==> src/rtl/imem_loader_if.sv <==
// Byte-stream and instruction-memory write-port bundle for imem_loader.
// master = loader side, slave = byte source / memory side.
interface imem_loader_if #(
  parameter int ADDR_W = 10
);
  logic              in_valid;
  logic [7:0]        in_data;
  logic              in_ready;
  logic              mem_we;
  logic [ADDR_W-1:0] mem_addr;
  logic [31:0]       mem_wd;

  modport master (
    input  in_valid, in_data,
    output in_ready, mem_we, mem_addr, mem_wd
  );

  modport slave (
    output in_valid, in_data,
    input  in_ready, mem_we, mem_addr, mem_wd
  );
endinterface

==> src/rtl/imem_loader.sv <==
// Loads the instruction memory from a length-prefixed byte stream and holds the core in reset meanwhile.
// Optional trailing checksum byte is enabled by defining IMEM_LOADER_CHECKSUM_EN.
module imem_loader #(
  parameter int ADDR_W    = 10,
  parameter int MAX_WORDS = 256
) (
  input  logic                clk,
  input  logic                rst,
  input  logic                start,
  imem_loader_if.master       bus,
  output logic                busy,
  output logic                done,
  output logic                error,
  output logic                cpu_hold,
  output logic [8:0]          words_loaded
);

  typedef enum logic [2:0] {
    S_IDLE,
    S_HDR_LO,
    S_HDR_HI,
    S_DATA,
    S_WRITE,
    S_DONE,
    S_ERR
`ifdef IMEM_LOADER_CHECKSUM_EN
    , S_CKSUM
`endif
  } state_t;

  // Where the image goes once the last word (or an empty header) is through.
`ifdef IMEM_LOADER_CHECKSUM_EN
  localparam state_t S_FINISH = S_CKSUM;
`else
  localparam state_t S_FINISH = S_DONE;
`endif

  state_t            state_q, state_d;
  logic [15:0]       count_q, count_d;
  logic [1:0]        byte_cnt_q, byte_cnt_d;
  logic [31:0]       wd_q, wd_d;
  logic [ADDR_W-1:0] addr_q, addr_d;
  logic [8:0]        words_q, words_d;
`ifdef IMEM_LOADER_CHECKSUM_EN
  logic [7:0]        sum_q, sum_d;
  logic [7:0]        ck_total;
`endif

  logic        xfer;
  logic [15:0] hdr_n;
  logic        last_word;

  assign xfer      = bus.in_valid && bus.in_ready;
  assign hdr_n     = {bus.in_data, count_q[7:0]};
  assign last_word = (({7'd0, words_q} + 16'd1) == count_q);
`ifdef IMEM_LOADER_CHECKSUM_EN
  assign ck_total  = sum_q + bus.in_data;
`endif

  always_comb begin
    state_d    = state_q;
    count_d    = count_q;
    byte_cnt_d = byte_cnt_q;
    wd_d       = wd_q;
    addr_d     = addr_q;
    words_d    = words_q;
`ifdef IMEM_LOADER_CHECKSUM_EN
    sum_d      = sum_q;
`endif
    case (state_q)
      S_IDLE, S_DONE, S_ERR: begin
        if (start) begin
          state_d    = S_HDR_LO;
          addr_d     = '0;
          words_d    = '0;
          byte_cnt_d = '0;
`ifdef IMEM_LOADER_CHECKSUM_EN
          sum_d      = '0;
`endif
        end
      end
      S_HDR_LO: begin
        if (xfer) begin
          count_d[7:0] = bus.in_data;
          state_d      = S_HDR_HI;
        end
      end
      S_HDR_HI: begin
        if (xfer) begin
          count_d = hdr_n;
          if (hdr_n == 16'd0)
            state_d = S_FINISH;
          else if (hdr_n > 16'(MAX_WORDS))
            state_d = S_ERR;
          else
            state_d = S_DATA;
        end
      end
      S_DATA: begin
        if (xfer) begin
          // Shifting in from the top leaves the first byte of the word in [7:0].
          wd_d       = {bus.in_data, wd_q[31:8]};
          byte_cnt_d = byte_cnt_q + 2'd1;
`ifdef IMEM_LOADER_CHECKSUM_EN
          sum_d      = sum_q + bus.in_data;
`endif
          if (byte_cnt_q == 2'd3)
            state_d = S_WRITE;
        end
      end
      S_WRITE: begin
        addr_d  = addr_q + ADDR_W'(4);
        words_d = words_q + 9'd1;
        state_d = last_word ? S_FINISH : S_DATA;
      end
`ifdef IMEM_LOADER_CHECKSUM_EN
      S_CKSUM: begin
        if (xfer)
          state_d = (ck_total == 8'd0) ? S_DONE : S_ERR;
      end
`endif
      default: state_d = S_IDLE;
    endcase
  end

  always_ff @(posedge clk) begin
    if (rst) begin
      state_q    <= S_IDLE;
      count_q    <= '0;
      byte_cnt_q <= '0;
      wd_q       <= '0;
      addr_q     <= '0;
      words_q    <= '0;
`ifdef IMEM_LOADER_CHECKSUM_EN
      sum_q      <= '0;
`endif
    end else begin
      state_q    <= state_d;
      count_q    <= count_d;
      byte_cnt_q <= byte_cnt_d;
      wd_q       <= wd_d;
      addr_q     <= addr_d;
      words_q    <= words_d;
`ifdef IMEM_LOADER_CHECKSUM_EN
      sum_q      <= sum_d;
`endif
    end
  end

  // Every output is a register or a pure decode of the state.
  always_comb begin
    bus.in_ready = (state_q == S_HDR_LO) || (state_q == S_HDR_HI) || (state_q == S_DATA);
`ifdef IMEM_LOADER_CHECKSUM_EN
    if (state_q == S_CKSUM)
      bus.in_ready = 1'b1;
`endif
  end

  assign bus.mem_we    = (state_q == S_WRITE);
  assign bus.mem_addr  = addr_q;
  assign bus.mem_wd    = wd_q;
  assign busy          = !((state_q == S_IDLE) || (state_q == S_DONE) || (state_q == S_ERR));
  assign done          = (state_q == S_DONE);
  assign error         = (state_q == S_ERR);
  assign cpu_hold      = (state_q != S_DONE);
  assign words_loaded  = words_q;

endmodule

==> src/flat_wrapper.sv <==
// flat-port wrapper written by rule: the top's interface ports become plain ports
module imem_loader_flat 
#(
  parameter int ADDR_W    = 10,
  parameter int MAX_WORDS = 256
)
  (clk, rst, start, busy, done, error, cpu_hold, words_loaded, bus_in_valid, bus_in_data, bus_in_ready, bus_mem_we, bus_mem_addr, bus_mem_wd);
  imem_loader_if #(.ADDR_W(ADDR_W)) bus_i ();
  input  logic clk;
  input  logic rst;
  input  logic start;
  output logic busy;
  output logic done;
  output logic error;
  output logic cpu_hold;
  output logic [8:0] words_loaded;
  input wire logic [$bits(bus_i.in_valid)-1:0] bus_in_valid;
  input wire logic [$bits(bus_i.in_data)-1:0] bus_in_data;
  output wire logic [$bits(bus_i.in_ready)-1:0] bus_in_ready;
  output wire logic [$bits(bus_i.mem_we)-1:0] bus_mem_we;
  output wire logic [$bits(bus_i.mem_addr)-1:0] bus_mem_addr;
  output wire logic [$bits(bus_i.mem_wd)-1:0] bus_mem_wd;
  assign bus_i.in_valid = bus_in_valid;
  assign bus_i.in_data = bus_in_data;
  assign bus_in_ready = bus_i.in_ready;
  assign bus_mem_we = bus_i.mem_we;
  assign bus_mem_addr = bus_i.mem_addr;
  assign bus_mem_wd = bus_i.mem_wd;
  imem_loader #(.ADDR_W(ADDR_W), .MAX_WORDS(MAX_WORDS)) u_core (.clk(clk), .rst(rst), .start(start), .bus(bus_i), .busy(busy), .done(done), .error(error), .cpu_hold(cpu_hold), .words_loaded(words_loaded));
endmodule
==> config.mk <==
export PLATFORM = sky130hd
export DESIGN_NAME = imem_loader_flat
export DESIGN_NICKNAME = d
export VERILOG_FILES = /design/src/rtl/imem_loader_if.sv /design/src/rtl/imem_loader.sv /design/src/flat_wrapper.sv
export SDC_FILE = /design/constraint.sdc
export NUM_CORES = 1
export LEC_CHECK = 0
export CORE_MARGIN = 2
export CORE_UTILIZATION = 53
export CTS_BUF_LIST = sky130_fd_sc_hd__clkbuf_8
export CTS_CLUSTER_SIZE = 16
export DETAILED_ROUTE_END_ITERATION = 8
export GPL_TIMING_DRIVEN = 0
export PLACE_DENSITY_LB_ADDON = 0.08
export SYNTH_ARGS = -nofsm -noshare
export SYNTH_HDL_FRONTEND = slang
export SYNTH_SLANG_ARGS = --single-unit
==> constraint.sdc <==
create_clock -name clk -period 1.92 [get_ports clk]
set_input_delay 0.192 -clock clk [delete_from_list [all_inputs] [get_ports clk]]
set_output_delay 0.192 -clock clk [all_outputs]
set_load 0.05 [all_outputs]
Word level (Yosys, flattened, before mapping)
Index checks and enable logic that the tools add are counted.
- flip-flop bits (word level): 72
- logic and storage cells: 62
- output and inout bits: 57
- input port bits: 12
- equality and inequality tests: 14
- magnitude comparators: 1
- bitwise operators: 1
- reductions and logical operators: 17
- add/sub/neg operators: 4
- muxes and demuxes: 18
- operators by type and width (cell ; number):
    3-bit two-way mux ; 8
    10-bit one-hot mux with 2 select lines ; 1
    9-bit one-hot mux with 2 select lines ; 1
    16-bit == test ; 1
    16-bit by 9-bit > comparator with 1-bit output, second input constant ; 1
    16-bit logical NOT ; 1
    8-bit one-hot mux with 2 select lines ; 1
    3-bit one-hot mux with 5 select lines ; 1
    10-bit by 3-bit adder with 10-bit output, second input constant ; 1
    9-bit by 1-bit adder with 10-bit output, second input constant ; 1
    10-bit two-way mux ; 1
    9-bit by 1-bit adder with 9-bit output, second input constant ; 1
    3-bit == test, second input constant ; 3
    9-bit two-way mux ; 1
    8-bit two-way mux ; 1
    2-bit by 1-bit != test with 1-bit output, second input constant ; 4
    3-bit by 2-bit == test with 1-bit output, second input constant ; 2
    2-bit AND reduction ; 3
    3-bit AND reduction ; 2
    5-bit AND reduction ; 1
    1-bit logical OR ; 4
    2-bit two-way mux ; 2
    2-bit one-hot mux with 2 select lines ; 1
    2-bit nonzero test ; 2
    other kinds (10) ; 10

Depth between registers and ports, before layout
Gate-level depths: netlist of run 1.
- word-level depth: 6
- depth in mapped cells: 7
- mapped depth without buffers: 6

Worst setup path before layout of run 1
OpenSTA, ideal clock, no wires.
- path kind: reg-to-reg
- start point: reg u_core.state_q[2]
- end point: reg u_core.state_q[1]
- stages on the path, launching flop included: 8
- clock period less this slack: 2440 ps
- library setup time: 122 ps
- data arrival time: 2319 ps
- data required time: 1798 ps
- path buffers: 1
- setup slack: -520 ps
- cells stage by stage: dfxtp_1 -> clkbuf_8 -> nand3b_1 -> o21ai_0 -> inv_1 -> o22ai_1 -> a211o_1 -> o311a_1
- word-level cells in the longest chain between the ends: 6
- elaborated cells on any way between the ends: 18
- those cells by class: 11 x eq/ne; 1 x mux; 6 x reduce/logical
- ends and longest elaborated chain (item ; RTL line ; text):
    from (decl) ; imem_loader.sv:38 ; state_t state_q, state_d;
    from (signal assigned) ; imem_loader.sv:138 ; state_q <= state_d;
    3-bit by 1-bit == test with 1-bit output / 3-bit by 2-bit == test with 1-bit output (equally long branches) ; imem_loader.sv:70, imem_loader.sv:152 ;
    1-bit logical OR (2 in series) ; imem_loader.sv:152 ; bus.in_ready = (state_q == S_HDR_LO) || (state_q == S_HDR_HI) || (state_q == S_DATA);
    1-bit logical AND ; imem_loader.sv:53 ; assign xfer = bus.in_valid && bus.in_ready;
    2-bit by 1-bit != test with 1-bit output (no source line) ; n/a ;
    5-bit AND reduction (no source line) ; n/a ;
Parallel ways exist; a longest one is shown, timed or not.
A chain may end at the register's enable or synchronous reset.

Final worst setup path of run 1
- start point: reg u_core.words_q[0], in the netlist u_core.words_loaded[0]
- end point: reg u_core.state_q[1]
- word-level cells in the longest chain between the ends: 4
- ends and longest elaborated chain (item ; RTL line ; text):
    from (decl) ; imem_loader.sv:43 ; logic [8:0] words_q, words_d;
    from (signal assigned) ; imem_loader.sv:143 ; words_q <= words_d;
    9-bit by 1-bit adder with 10-bit output ; imem_loader.sv:55 ; assign last_word = (({7'd0, words_q} + 16'd1) == count_q);
    16-bit == test ; imem_loader.sv:55 ;
    3-bit two-way mux ; imem_loader.sv:114 ; state_d = last_word ? S_FINISH : S_DATA;
    3-bit one-hot mux with 5 select lines ; imem_loader.sv:70 ; case (state_q)
No other way between the ends.

==> qor.txt, run 1 <==
outcome: finished, violations left
violated checks: setup timing
total iterations of the first detailed-routing run: 4
clock share of power: 25.3%
Worst Path Arrival: 2160 ps
slowest cell delay on critical path: 380 ps
number of sinks on the clock net: 70
count of state elements after synthesis: 70
maximum clock insertion buffer count: 2
number of remaining DRC errors: 0
critical path class: reg -> reg
count of buffers inserted at the top-level ports: 65
Vert. Die Dim: 82.92 um
overall overflow remaining after global route: 0
cells traversed along the worst timing path: buf_2 > nand2_1 > or3_1 > a32oi_1 > o2111ai_1 > o311a_1
slew of the pin with the lowest slew margin: 587.1 ps
aggregate global-route resource usage: 25.45%
Final period util: 100.4%
initial antenna violation count: 0
Post-Route Setup TNS: -8.080 ps
fraction of layout instances using a drive strength above 1: 11.38%
Crit path required time: 2150 ps
Initial DRC Count: 223
area of the core: 0.005956 mm2
combinational group share of total power: 35.4%
relative contribution of sequential cells to total power: 39.3%
switching power: 1.561 mW
final layout net count: 512
global-route wire length before repair: 14,530 um
startpoint type of the worst setup path: flip-flop
critical path's slowest cell: sky130_fd_sc_hd__or3_1
Switching Share: 38.02%
DIE AREA: 0.006875 mm2
total detailed-routing wirelength: 8668 um
DPL Wire Length: 6298 um
Synth Cell Area: 0.003301 mm2
vias in the first global route: 3,101
Clock H-tree levels: 3
critical path capture point type: flip-flop
effective utilization at floorplan: 55.42%
final-report hold violation count: 0
vias per cell: 5.644
largest fanout on the critical path: 9
TritonCTS clock tree: built
n_diodes: 0
number of flops mapped to enable cells by yosys: 0
headroom to the max-slew limit: 60.86%
number of routed nets with antenna violations: 0
worst slack, placed: -588.7 ps
final setup violation count: 1
Fin Clk Skew: 6.727 ps
min Tclk post-route: 1928 ps
chip width: 82.92 um
Final Slew Violations: 0
number of clock buffers inserted by TritonCTS: 9
wire length per cell after detailed routing: 15.05 um
P per Cell Area: 955.9 mW/mm2
count of unique library cells instantiated by Yosys: 55
# Max-Cap Violations: 0
area growth from synthesis to layout: 30.14%
average footprint of a synthesized cell: 7.915 um2
hold path startpoint: rst
worst hold slack after final layout: 179.0 ps
RSZ-0062 raised after global routing: true
total via count in the routed design: 3,251
Crit Reg-Reg Startpoint: u_core.words_loaded[0]
Cells after DPL: 558
Clock Latency Late Sink: 350 ps
maximum number of pins on one net before global-route repair: 13
beginning of the critical path: u_core.words_loaded[0]
Post-synth top flop: sky130_fd_sc_hd__dfxtp_1
Fmax achieved: 0.5187 GHz
synthesis warning total: 0
count of hold-fix buffers inserted at cts: 0
largest delay contributor family on the critical path: compound AO/OA/AOI/OAI gates
synthesized instance count: 417
global placement routability congestion: 0.8866
Int Pwr: 2.545 mW
worst ir drop on vdd: 0.0008654 V
worst min-delay path class: in -> reg
post-CTS clock slew at the launch and capture registers of the worst setup and hold paths: 80 ps
post-route worst setup slack: -8.080 ps
critical path buffer and inverter count: 1
filler cell count in the final layout: 513
top-level I/O count: 69
clk root buf: sky130_fd_sc_hd__clkbuf_8
Placement Rows: 28
proportion of synthesized chip area in sequential cells: 42.46%
fraction of registers with async set/reset: 0%
number of cells in the finished layout apart from fillers: 576
leakage: 1.551 nW
[registers in the layout, summed over array words and instances (netlist names)]
| signal | count |
|---|---|
| u_core.bus.mem_addr | 8 |
| u_core.state_q | 3 |
| u_core.bus.mem_wd | 32 |
| u_core.count_q | 16 |
| u_core.byte_cnt_q | 2 |
| u_core.words_loaded | 9 |
[final timing paths]
path / cells after the start / to / slack, ps
max: 6 / u_core.state_q[1] / -8
min: 3 / u_core.state_q[0] / 180
max reg2reg: 6 / u_core.state_q[1] / -8
min reg2reg: 2 / u_core.bus.mem_wd[0] / 460
[logic make-up after synthesis]
| group | synth area share, % |
|---|---|
| fa+ha+maj | 1.137 |
| xor+xnor | 3.184 |
| flops | 42.46 |
| other cells | 0.1136 |
| compound gates | 18.84 |
| buf+inv | 6.065 |
| mux | 2.426 |
| simple gates | 25.78 |
[power by group through the flow]
stage | sequential [mW] | combinational (mW) | clock [mW]
CTS | 1.61 | 1.40 | 1.05
floorplan | 1.68 | 0.999 | 0
detailed placement | 1.64 | 1.39 | 0
finish | 1.61 | 1.45 | 1.04
global placement | 1.64 | 1.37 | 0
global route | 1.62 | 1.57 | 1.12
[worst register-to-register path: cells and delay by family, from the launching register on]
kind	cells	cell delay, ps
AO/OA/AOI/OAI	3	730
AND/OR/NAND/NOR	2	530
flip-flops	1	350
buffers and inverters	1	220
[metal layers]
metal	up-vias	GRT usage, %	share of wire [%]
li1	1603	-	-
met3	10	4.672	5.3
met4	0	8.346	1.1
met1	1545	34.69	47
met2	93	40.84	47
met5	-	0	0
[layout by cell type, fill, tap and decap left out, drive strengths merged, types with 4 or more instances in the layout]
master         count
a21oi             64
and3               6
buf               15
clkbuf            30
clkdlybuf4s50     55
clkinv             5
dfxtp             70
dlygate4sd2        6
inv                6
mux2i              8
nand2             92
nand3             12
nand3b             4
nor2              28
nor2b              4
nor3               4
o21ai             17
or3                6
or4                5
xnor2              8
xor2               4
[synthesized netlist by cell type, types with 2 or more instances]
cell type / instances / area share, %
sky130_fd_sc_hd__a211o_1: 2 / 0.53
sky130_fd_sc_hd__a211oi_1: 2 / 0.45
sky130_fd_sc_hd__a21oi_1: 64 / 9.7
sky130_fd_sc_hd__a22oi_1: 2 / 0.45
sky130_fd_sc_hd__a41oi_1: 2 / 0.53
sky130_fd_sc_hd__and2_1: 3 / 0.57
sky130_fd_sc_hd__and3_1: 6 / 1.1
sky130_fd_sc_hd__buf_2: 5 / 0.76
sky130_fd_sc_hd__buf_4: 2 / 0.45
sky130_fd_sc_hd__clkbuf_1: 19 / 2.2
sky130_fd_sc_hd__clkbuf_8: 4 / 1.7
sky130_fd_sc_hd__dfxtp_1: 70 / 42
sky130_fd_sc_hd__ha_1: 3 / 1.1
sky130_fd_sc_hd__inv_1: 6 / 0.68
sky130_fd_sc_hd__mux2i_1: 8 / 2.4
sky130_fd_sc_hd__nand2_1: 92 / 10
sky130_fd_sc_hd__nand2b_1: 2 / 0.38
sky130_fd_sc_hd__nand3_1: 12 / 1.8
sky130_fd_sc_hd__nand3b_1: 4 / 0.91
sky130_fd_sc_hd__nand4_1: 3 / 0.57
sky130_fd_sc_hd__nor2_1: 28 / 3.2
sky130_fd_sc_hd__nor2b_1: 4 / 0.76
sky130_fd_sc_hd__nor3_1: 3 / 0.45
sky130_fd_sc_hd__nor4_1: 2 / 0.38
sky130_fd_sc_hd__o211ai_1: 2 / 0.45
sky130_fd_sc_hd__o21a_1: 2 / 0.45
sky130_fd_sc_hd__o21ai_0: 17 / 2.6
sky130_fd_sc_hd__o22ai_1: 2 / 0.38
sky130_fd_sc_hd__o311a_1: 2 / 0.61
sky130_fd_sc_hd__or3_1: 6 / 1.1
sky130_fd_sc_hd__or4_1: 4 / 0.91
sky130_fd_sc_hd__xnor2_1: 8 / 2.1
sky130_fd_sc_hd__xor2_1: 4 / 1.1
[layout make-up]
type	count	area [um2]	share of cell area, %
timing repair buffer	68	664.4	15.47
clock inverter	6	40.04	0.9321
multi-input combinational	311	1744	40.61
buffer	31	188.9	4.398
clock buffer	9	123.9	2.884
inverter	6	27.53	0.6408
sequential	70	1413	32.89
tap	75	93.84	2.185
[stage by stage]
step	utilization [%]	cell area, um2	power [mW]
after CTS	71.68	4269	4.056
after global placement	68.49	4079	3.006
after global routing	72.12	4295	4.308
final	72.12	4295	4.106
after floorplan	-	3334	2.674
after detailed placement	68.49	4079	3.031
[timing repair]
| item | in CTS | in global routing |
|---|---|---|
| endpoints found under the setup margin | 16 | 43 |
| buffers inserted | 1 | 2 |
| resized for setup | 31 | 8 |
| pin swaps | 1 | 1 |
Power figures use the tool's default switching activity.
==> inputs of run 2 (changes only) <==
Settings changed: CORE_UTILIZATION 53 to 57.
Clock period 1.92 ns to 2.3 ns, I/O delays scaled along.
==> run 2 against run 1 <==
- the flow now finishes without violations
- via count up 1.4%
- final area down 1.2%
- sequential power fell by 16%
- core utilization rose by 4.5 points
- flip-flop and latch count unchanged
- die area down 6.7%
- clock skew up 2.0 ps
- first-iteration DRC count grew 14%
- hold slack improved by 48 ps
- routed wire length grew 0.30%
==> qor.txt, run 2 (synthesis gave the netlist of run 1 again) <==
RSZ-0062 raised after global routing: false
total via count in the routed design: 3,295
largest fanout on the critical path: 10
Fmax achieved: 0.4561 GHz
Crit path required time: 2070 ps
Clock H-tree levels: 3
slew of the pin with the lowest slew margin: 699.7 ps
vias per cell: 5.771
Clock Latency Late Sink: 350 ps
top layer in use: met4
wire length per cell after detailed routing: 15.23 um
aggregate global-route resource usage: 28.49%
min Tclk post-route: 2192 ps
Fin Clk Skew: 8.706 ps
initial antenna violation count: 0
leakage: 1.513 nW
critical path's slowest cell: sky130_fd_sc_hd__dfxtp_1
number of clock buffers inserted by TritonCTS: 9
outcome: complete, no violations
count of buffers inserted at the top-level ports: 65
number of routed nets with antenna violations: 0
routed length on met1: 3887 um
Cells after DPL: 555
area of the core: 0.005540 mm2
fraction of layout instances using a drive strength above 1: 8.016%
final layout net count: 509
critical path class: reg -> out
TritonCTS clock tree: built
overall overflow remaining after global route: 0
Placement Rows: 27
clk root buf: sky130_fd_sc_hd__clkbuf_8
met3 routed WL: 593 um
n_diodes: 0
maximum number of pins on one net before global-route repair: 14
top-level I/O count: 69
cells traversed along the worst timing path: clkbuf_8 > and2b_2 > nand2_2 > inv_1 > clkbuf_4 > buf_4
worst hold slack after final layout: 226.8 ps
DIE AREA: 0.006415 mm2
commonest non-fill, non-tap cell in the layout: sky130_fd_sc_hd__nand2_1
number of sinks on the clock net: 70
slowest cell delay on critical path: 390 ps
headroom to the max-slew limit: 53.36%
total iterations of the first detailed-routing run: 5
maximum clock insertion buffer count: 2
# Max-Cap Violations: 0
filler cell count in the final layout: 420
Largest register FFs: 32
global placement routability congestion: 0.9015
Final period util: 95.32%
quantity of gates resized following cts: 8
worst min-delay path class: in -> reg
largest delay contributor family on the critical path: buffers and inverters
Vert. Die Dim: 80.10 um
worst reg-to-reg setup slack: 170 ps
met2 wire length: 4027 um
final setup violation count: 0
vias in the first global route: 3,051
Final Slew Violations: 0
post-CTS clock slew at the launch and capture registers of the worst setup and hold paths: 70 ps
Initial DRC Count: 254
effective utilization at floorplan: 59.58%
DPL Wire Length: 6197 um
critical path buffer and inverter count: 4
Worst Path Arrival: 1960 ps
startpoint type of the worst setup path: flip-flop
critical path capture point type: output pin
total detailed-routing wirelength: 8694 um
final-report hold violation count: 0
area growth from synthesis to layout: 28.62%
P per Cell Area: 814.0 mW/mm2
chip width: 80.10 um
buffers inserted by post-CTS timing repair: 0
number of remaining DRC errors: 0
commonest cells after routing, fill and taps aside: 91 x sky130_fd_sc_hd__nand2_1, 69 x sky130_fd_sc_hd__dfxtp_1, 64 x sky130_fd_sc_hd__a21oi_1
number of cells in the finished layout apart from fillers: 571
count of hold-fix buffers inserted at cts: 0
worst ir drop on vdd: 0.0006284 V
global-route wire length before repair: 14,280 um
## run 2: changes by cell type in the layout (fill, tap and decap cells not counted), moves of 3 or more
cell	change
sky130_fd_sc_hd__clkinv_2	-3
sky130_fd_sc_hd__dfxtp_1	+6
sky130_fd_sc_hd__clkdlybuf4s50_1	+7
sky130_fd_sc_hd__clkbuf_1	+4
sky130_fd_sc_hd__dfxtp_2	-5
sky130_fd_sc_hd__dlygate4sd2_1	-6
## run 2: worst paths after layout
| path | to | start | depth (start not counted) |
|---|---|---|---|
| max reg2reg | u_core.state_q[2] | u_core.words_loaded[1] | 7 |
| min reg2reg | u_core.bus.mem_wd[7] | u_core.bus.mem_wd[7] | 2 |
| max | bus_mem_we | u_core.state_q[2] | 6 |
| min | u_core.state_q[0] | rst | 3 |
## run 2: layer usage
metal | vias up | track usage [%]
met2 | 142 | 44.83
li1 | 1598 | -
met4 | 0 | 12.88
met1 | 1535 | 38.25
met3 | 20 | 4.944
met5 | - | 0
## run 2: area by class of cell
cell class | count | area [um2] | area share [%]
Clock inverter | 7 | 73.82 | 1.739
Clock buffer | 9 | 123.9 | 2.918
Timing Repair Buffer | 65 | 645.6 | 15.21
Buffer | 31 | 180.2 | 4.244
Multi-Input combinational cell | 311 | 1707 | 40.20
Sequential cell | 70 | 1403 | 33.04
Inverter | 6 | 22.52 | 0.5305
Tap cell | 72 | 90.09 | 2.122
## run 2: per-stage QoR
step / cell area (um2) / util [%] / power, mW / setup slack (ps) / setup TNS (ps)
floorplan: 3304 / - / 2.179 / 12.94 / 0
global placement: 4045 / 73.01 / 2.455 / -293.7 / -339.9
detailed placement: 4045 / 73.01 / 2.484 / -305.0 / -354.1
CTS: 4242 / 76.56 / 3.449 / 19.03 / 0
global route: 4245 / 76.63 / 3.624 / 2.143 / 0
finish: 4245 / 76.63 / 3.456 / 107.6 / 0
## run 2: worst register-to-register path, delay by kind of cell (launching register included)
kind | cells | cell delay, ps
buffers and inverters | 1 | 380
flip-flops | 1 | 440
AO/OA/AOI/OAI | 5 | 850
adder cells (fa/ha/maj) | 1 | 310
## run 2: power by group
group          internal (mW)  leakage, nW  total (mW)  switching (mW)
Combinational          0.417        0.854        1.13           0.714
Sequential              1.28        0.565        1.35          0.0654
Clock                  0.502       0.0933       0.978           0.476
==> inputs of run 3 (changes only) <==
Settings changed: ABC_CLOCK_PERIOD_IN_PS set to 2300, CORE_UTILIZATION 57 to 55, CTS_CLUSTER_SIZE 16 to not set.
==> run 3 against run 2 <==
- register-to-register slack better by 50 ps
- core utilization is 3.5 points lower
- final area rose by 0.77%
- largest cell class unchanged
- routed wire length increased by 1.6%
- non-clock buffer count is the same
- setup slack improved by 4.9 ps
- clock power up 15%
==> qor.txt, run 3 (synthesis gave the netlist of run 1 again) <==
outcome: complete, no violations
global placement routability congestion: 0.9444
headroom to the max-slew limit: 56.17%
number of clock buffers inserted by TritonCTS: 9
vias per cell: 5.695
Vert. Die Dim: 81.47 um
final-report hold violation count: 0
end-of-flow core utilization: 73.12%
leakage: 1.539 nW
slew of the pin with the lowest slew margin: 657.5 ps
top-level I/O count: 69
critical path capture point type: output pin
Worst Path Arrival: 1960 ps
area growth from synthesis to layout: 29.61%
final setup violation count: 0
aggregate global-route resource usage: 28.27%
total via count in the routed design: 3,269
clk root buf: sky130_fd_sc_hd__clkbuf_8
total iterations of the first detailed-routing run: 5
chip width: 81.47 um
effective utilization at floorplan: 56.42%
filler cell count in the final layout: 468
number of remaining DRC errors: 0
Placement Rows: 28
n_diodes: 0
buffers inserted by post-CTS timing repair: 0
Initial DRC Count: 195
commonest non-fill, non-tap cell in the layout: sky130_fd_sc_hd__nand2_1
min Tclk post-route: 2188 ps
final layout net count: 509
area of the core: 0.005851 mm2
initial antenna violation count: 0
Crit path required time: 2070 ps
Largest register FFs: 32
maximum clock insertion buffer count: 2
overall overflow remaining after global route: 0
number of routed nets with antenna violations: 0
wire length per cell after detailed routing: 15.39 um
Clock Latency Late Sink: 360 ps
Final Slew Violations: 0
largest fanout on the critical path: 10
commonest cells after routing, fill and taps aside: 91 x sky130_fd_sc_hd__nand2_1, 69 x sky130_fd_sc_hd__dfxtp_1, 64 x sky130_fd_sc_hd__a21oi_1
# Max-Cap Violations: 0
DPL Wire Length: 6231 um
TritonCTS clock tree: built
Fin Clk Skew: 12.01 ps
Clock H-tree levels: 3
maximum number of pins on one net before global-route repair: 14
P per Cell Area: 842.5 mW/mm2
worst ir drop on vdd: 0.0007748 V
fraction of layout instances using a drive strength above 1: 8.216%
startpoint type of the worst setup path: flip-flop
Fmax achieved: 0.4571 GHz
vias in the first global route: 3,053
total detailed-routing wirelength: 8834 um
global-route wire length before repair: 14,380 um
RSZ-0062 raised after global routing: false
count of buffers inserted at the top-level ports: 65
DIE AREA: 0.006637 mm2
Final period util: 95.11%
critical path class: reg -> out
post-CTS clock slew at the launch and capture registers of the worst setup and hold paths: 80 ps
worst hold slack after final layout: 219.9 ps
worst min-delay path class: in -> reg
number of sinks on the clock net: 70
==> run 3: report_power, final <==
part	leakage (nW)	internal (mW)	switching (mW)
Sequential	0.565	1.28	0.0626
Combinational	0.862	0.419	0.722
Clock	0.112	0.616	0.502
Total	1.54	2.32	1.29
==> run 3: path summary, 6_finish.rpt <==
check,start,endpoint,slack (ps),cells after the start
worst min register to register,u_core.bus.mem_wd[3],u_core.bus.mem_wd[3],460,2
worst min-delay path,rst,u_core.state_q[1],220,3
worst max-delay path,u_core.state_q[1],bus_mem_we,110,6
worst max register to register,u_core.words_loaded[1],u_core.state_q[1],220,6
==> run 3: repair_timing <==
item                       4_1_cts  5_1_grt
hold endpoints to repair         0        0
hold buffers                     0        0
resized for setup                9        7
setup endpoints to repair        2        5
==> run 3: routing by layer <==
metal	vias to the layer above	GRT usage (%)	part of all wire, %
met5	-	0	0
met4	0	13.90	2.3
li1	1598	-	-
met1	1525	37.81	46
met2	121	43.69	46
met3	25	5.495	6.1
==> run 3: worst max-delay path: stages, from the launching register on <==
cell                       delay (ps)
sky130_fd_sc_hd__dfxtp_1          340
sky130_fd_sc_hd__clkbuf_8         170
sky130_fd_sc_hd__and2b_1          320
sky130_fd_sc_hd__nand2_2          190
sky130_fd_sc_hd__inv_2            150
sky130_fd_sc_hd__buf_4            210
sky130_fd_sc_hd__buf_4            220
==> run 3: cell type report <==
cell class                 instances  area (um2)  share of cell area (%)
buffer                            31       182.7                   4.270
clock buffer                       9       123.9                   2.896
clock inverter                     7       97.59                   2.281
inverter                           6       22.52                  0.5265
multi-input combinational        311        1705                   39.87
sequential                        70        1403                   32.79
tap                               75       93.84                   2.194
timing repair buffer              65       649.4                   15.18
==> run 3: metrics by stage <==
stage / setup WS, ps / total power [mW] / cell area, um2 / std cells / setup TNS [ps]
3_3_place_gp: -319.4 / 2.460 / 4049 / 558 / -356.8
5_1_grt: 27.38 / 3.773 / 4278 / 574 / 0
6_report: 112.5 / 3.604 / 4278 / 574 / 0
3_5_place_dp: -326.1 / 2.481 / 4049 / 558 / -368.6
2_1_floorplan: 12.94 / 2.179 / 3304 / 418 / 0
4_1_cts: 17.11 / 3.600 / 4272 / 574 / 0
